### config.mk
export PLATFORM = sky130hd
export DESIGN_NAME = des_result_fifo
export DESIGN_NICKNAME = d
export VERILOG_FILES = /design/src/rtl/des_pkg.sv /design/src/rtl/des_result_fifo_rise_detect.sv /design/src/rtl/des_result_fifo.sv
export SDC_FILE = /design/constraint.sdc
export NUM_CORES = 1
export LEC_CHECK = 0
export CORE_MARGIN = 1
export CORE_UTILIZATION = 59
export DETAILED_ROUTE_END_ITERATION = 10
export PLACE_DENSITY = 0.95
export REMOVE_ABC_BUFFERS = 1
export SLEW_MARGIN = 20
export SYNTH_ARGS = -nofsm -noshare
export SYNTH_HDL_FRONTEND = slang
export SYNTH_HIERARCHICAL = 1
export SYNTH_SLANG_ARGS = --single-unit
### constraint.sdc
create_clock -name HCLK -period 18.6 [get_ports HCLK]
set_input_delay 1.86 -clock HCLK [delete_from_list [all_inputs] [get_ports HCLK]]
set_output_delay 1.86 -clock HCLK [all_outputs]
set_load 0.005 [all_outputs]
### src/rtl/des_pkg.sv
// Shared definitions for the Triple-DES result path.
// Block width and default result FIFO depth.
package des_pkg;

    localparam int DES_BLOCK_W    = 64;
    localparam int DES_FIFO_DEPTH = 4;

    typedef logic [DES_BLOCK_W-1:0] des_block_t;

endpackage

### src/rtl/des_result_fifo_rise_detect.sv
// Rising-edge detector: registers a level and emits a one-cycle pulse.
// Reused for the DES done flag and the key-load strobe.
module rise_detect (
    input  logic clk,
    input  logic rst_n,
    input  logic level,
    output logic pulse
);

    logic level_q;

    always_ff @(posedge clk or negedge rst_n) begin
        if (!rst_n) begin
            level_q <= 1'b0;
        end else begin
            level_q <= level;
        end
    end

    assign pulse = level & ~level_q;

endmodule

### src/rtl/des_result_fifo.sv
// FIFO buffering Triple-DES result blocks for the AHB-Lite read path.
// Define DES_FIFO_STATUS_EN to add sticky overflow/underflow outputs.
module des_result_fifo
    import des_pkg::*;
#(
    parameter int DEPTH = DES_FIFO_DEPTH,
    parameter int WIDTH = DES_BLOCK_W
) (
    input  logic                         HCLK,
    input  logic                         HRESET,
    input  logic                         done,
    input  logic [WIDTH-1:0]             outputData,
    input  logic                         pop,
    input  logic                         clear,
    output logic [WIDTH-1:0]             rd_data,
    output logic                         empty,
    output logic                         full,
`ifdef DES_FIFO_STATUS_EN
    output logic                         overflow,
    output logic                         underflow,
`endif
    output logic [$clog2(DEPTH+1)-1:0]   count
);

    localparam int PW = $clog2(DEPTH);
    localparam int CW = $clog2(DEPTH+1);

    logic [WIDTH-1:0] mem [DEPTH];
    logic [PW-1:0]    wr_ptr;
    logic [PW-1:0]    rd_ptr;
    logic             push;
    logic             pop_ev;
    logic             wr_en;

    rise_detect u_done_edge (
        .clk   (HCLK),
        .rst_n (HRESET),
        .level (done),
        .pulse (push)
    );

    assign empty  = (count == '0);
    assign full   = (count == CW'(DEPTH));
    assign pop_ev = pop & ~empty;
    // A full FIFO still accepts a push when the head leaves this cycle.
    assign wr_en  = push & (~full | pop_ev);

    always_ff @(posedge HCLK or negedge HRESET) begin
        if (!HRESET) begin
            wr_ptr <= '0;
            rd_ptr <= '0;
            count  <= '0;
        end else if (clear) begin
            wr_ptr <= '0;
            rd_ptr <= '0;
            count  <= '0;
        end else begin
            if (wr_en) begin
                wr_ptr <= wr_ptr + PW'(1);
            end
            if (pop_ev) begin
                rd_ptr <= rd_ptr + PW'(1);
            end
            count <= count + CW'(wr_en) - CW'(pop_ev);
        end
    end

    always_ff @(posedge HCLK) begin
        if (wr_en && !clear) begin
            mem[wr_ptr] <= outputData;
        end
    end

    assign rd_data = empty ? '0 : mem[rd_ptr];

`ifdef DES_FIFO_STATUS_EN
    always_ff @(posedge HCLK or negedge HRESET) begin
        if (!HRESET) begin
            overflow  <= 1'b0;
            underflow <= 1'b0;
        end else if (clear) begin
            overflow  <= 1'b0;
            underflow <= 1'b0;
        end else begin
            if (push && full && !pop_ev) begin
                overflow <= 1'b1;
            end
            if (pop && empty) begin
                underflow <= 1'b1;
            end
        end
    end
`endif

endmodule

==> flow_metrics.py <==
metrics = {
    "logic_synthesis": {
        "yosysWarningCount": 6,
        "yosysUniqueCellTypes": 29,
        "synth_edf_count": 256,
        "yosys.area_share.xor_xnor_pct": 0.1724,
        "ys_seq_area_share_pct": 77.65,
        "synth_area_leader_cell": "edfxtp_1",
        "ys.flop_type": "edfxtp_1",
        "yosys.area_share.simple_pct": 5.173,
        "async_flop_share_pct": 3.030,
        "synth_area_leaders": "edfxtp_1, mux4_2, nor2b_1, dfrtp_1, ha_1",
        "synth.top_cells.by_count": "edfxtp_1, nor2b_1, mux4_2, clkbuf_1",
        "synth_top_family_by_area": "multiplexers",
        "synth_fa_ha_area_share_pct": 0.8129,
        "synth_compound_area_share_pct": 0.3695,
        "synth_area_per_cell_um2": 22.38,
        "syn-cell-area_mm2": 0.01016,
        "synth.most_common_cell": "edfxtp_1",
        "synthCells": 454,
        "yosys_register_bits": 264,
        "synth_top_area_share_pct": 75.67,
        "muxShareOfSynthArea_pct": 14.44,
    },
    "placement": {
        "gp_congestion": 0.7486,
        "place_hpwl_um": 10630,
        "port_buffers": 137,
    },
    "clocking": {
        "hold_buffers": 0,
        "cts_setup_buffers": 0,
        "ctsHtreeMaxLevel": 1,
        "clk_latency_ns": 0.50,
        "cts_tree": "done",
        "cts-root-buf": "clkbuf_16",
        "cts_buffers": 25,
        "cts.path.max_buffers": 3,
        "clk_pin_slew_ns": 0.06,
        "cts_resized": 0,
        "cts_num_sinks": 264,
    },
    "drt": {
        "drt.antenna.violating_nets": 0,
        "drt_iter0_drc": 334,
        "wire_per_inst_um": 21.74,
        "drtPass1Iterations": 4,
        "routed_wl_um": 18220,
        "drt-vias-per-instance": 5.695,
        "route.detailed.drc": 0,
        "num_vias": 4772,
    },
    "cells_and_area": {
        "num_antenna_cells": 0,
        "drive_gt1_share_pct": 17.96,
        "final_nets": 678,
        "areaGrowthSynthToFinish_pct": 22.98,
    },
    "setup_path": {
        "setup.worst_path.end_class": "output port",
        "startpoint_type": "flip-flop",
        "reg2regPathDepth": 4,
        "worstPathArrival_ns": 3.31,
        "cp_max_fo": 39,
        "worstSetupPathType": "reg2out",
        "critical_path_required_ns": 16.74,
    },
    "timing": {
        "slew_violations": 0,
        "finalSetupViolations": 0,
        "min_period_over_period_pct": 27.79,
        "fin_crit_ns": 5.168,
        "rsz0062_at_grt": "false",
        "slew_headroom_pct": 36.87,
        "final.setup.tns_ns": 0,
        "tightest_slew_ns": 0.9469,
        "skew_ns": 0.009544,
        "fmax_mhz": 193.5,
        "hold_violations": 0,
    },
    "pwr": {
        "power.switching_w": 0.0003927,
        "p_per_area_mw_per_mm2": 127.5,
        "p_total_w": 0.001593,
        "clockPowerShare_pct": 28.5,
        "switching_share_pct": 24.65,
        "ir_drop_mv": 0.1608,
        "leakagePower_nw": 3.946,
        "p_comb_share_pct": 27.3,
        "pwr-share-seq_pct": 44.2,
        "intPower_w": 0.001200,
    },
    "floorplan": {
        "die_w_um": 133.2,
        "core_region_area_mm2": 0.01670,
        "fp-row-count": 47,
        "ios": 138,
        "design.die.area_mm2": 0.01775,
        "die_h_um": 133.2,
        "start_util_pct": 60.83,
    },
    "global_routing": {
        "grt_pass1_vias": 5195,
        "grt_busiest_layer": "met2",
        "antenna_found_initial": 1,
        "grt_use_met3_pct": 4.376,
        "overflow": 0,
        "grt_max_degree": 68,
        "grt.met2_usage_pct": 36.74,
        "met1_usage_pct": 28.26,
        "grt.total_usage_pct": 21.32,
        "grt_pass1_wl_um": 28240,
    },
    "hold_path": {
        "whs_path_depth": 2,
        "hold_class": "reg2reg",
    },
    "status": {
        "status": "finished, final reports clean",
    },
    "run": {
        "cap_violations": 0,
    },
}
[power groups by stage]
stage	sequential, W	combinational, W	clock [W]
after floorplan	0.000724	0.000210	0
after global placement	0.000716	0.000430	0
after detailed placement	0.000718	0.000438	0
after CTS	0.000706	0.000443	0.000464
after global routing	0.000709	0.000468	0.000484
final	0.000704	0.000435	0.000454
[layout make-up]
type	count	area [um2]
Clock buffer	33	655.6
Timing Repair Buffer	144	1424
Fill cell	941	4208
Sequential cell	264	7895
Tap cell	220	275.3
Clock inverter	9	66.31
Inverter	4	15.01
Multi-Input combinational cell	164	2162
[sequential cells by signal, indices dropped and copies added (netlist names)]
name                 cells
mem                    256
count                    3
rd_ptr                   2
wr_ptr                   2
u_done_edge/level_q      1
[worst max-delay path, cell delays in order (launching register included)]
cell and delay [ns]:
dfrtp_4 0.79, buf_4 0.72, mux4_2 0.60, nor2b_1 0.16, clkdlybuf4s50_1 0.49
[per-stage QoR]
step	area, um2	hold WS [ns]	setup slack (ns)	util (%)	cells
floorplan	10030	0.5541	11.13	-	432
global placement	11770	0.5706	13.74	70.45	796
detailed placement	11770	0.6157	13.62	70.45	796
CTS	12490	0.6251	13.31	74.77	838
global route	12490	0.6411	13.20	74.81	838
finish	12490	0.6493	13.43	74.81	838
[cell usage in the layout, fill, tap and decap left out, drive strengths merged]
cell and count:
edfxtp 256, clkdlybuf4s50 137, nor2b 66, mux4 64, clkbuf 33, dfrtp 8, clkinv 8, buf 7
nor2 6, ha 5, inv 4, nor3b 4, o21ai 2, xor2 2, nand2b 2, nor3 2
or3b 1, o31ai 1, o21a 1, a21o 1, and2 1, mux2 1, mux2i 1, nand2 1
or3 1, a21oi 1, fa 1, bufinv 1
[routing by layer]
layer	wire (um)	up-vias
met5	13	-
met4	277	2
met3	1256	28
met2	9450	172
met1	7220	2436
li1	-	2134
[kinds of logic (layout without fill, tap and decap cells)]
kind of cell             after synthesis  after routing
buffers and inverters                 26            190
flip-flops                           264            264
AO/OA/AOI/OAI                          6              6
XOR/XNOR                               2              2
multiplexers                          66             66
AND/OR/NAND/NOR                       84             84
adder cells (fa/ha/maj)                6              6
[final timing paths]
kind                                             from  slack, ns                       endpoint
min in group asynchronous                      HRESET       1.62  u_done_edge/level_q$_DFF_PN0_
worst max-delay path            rd_ptr[0]$_DFFE_PN0P_      13.43                    rd_data[49]
worst min-delay path            wr_ptr[1]$_DFFE_PN0P_       0.65          wr_ptr[1]$_DFFE_PN0P_
worst min register to register  wr_ptr[1]$_DFFE_PN0P_       0.65          wr_ptr[1]$_DFFE_PN0P_
max in group asynchronous                      HRESET      16.69          rd_ptr[1]$_DFFE_PN0P_
worst max register to register     count[1]$_DFF_PN0_      15.67           mem[1][10]$_DFFE_PP_
(Power assumes the default switching activity.)
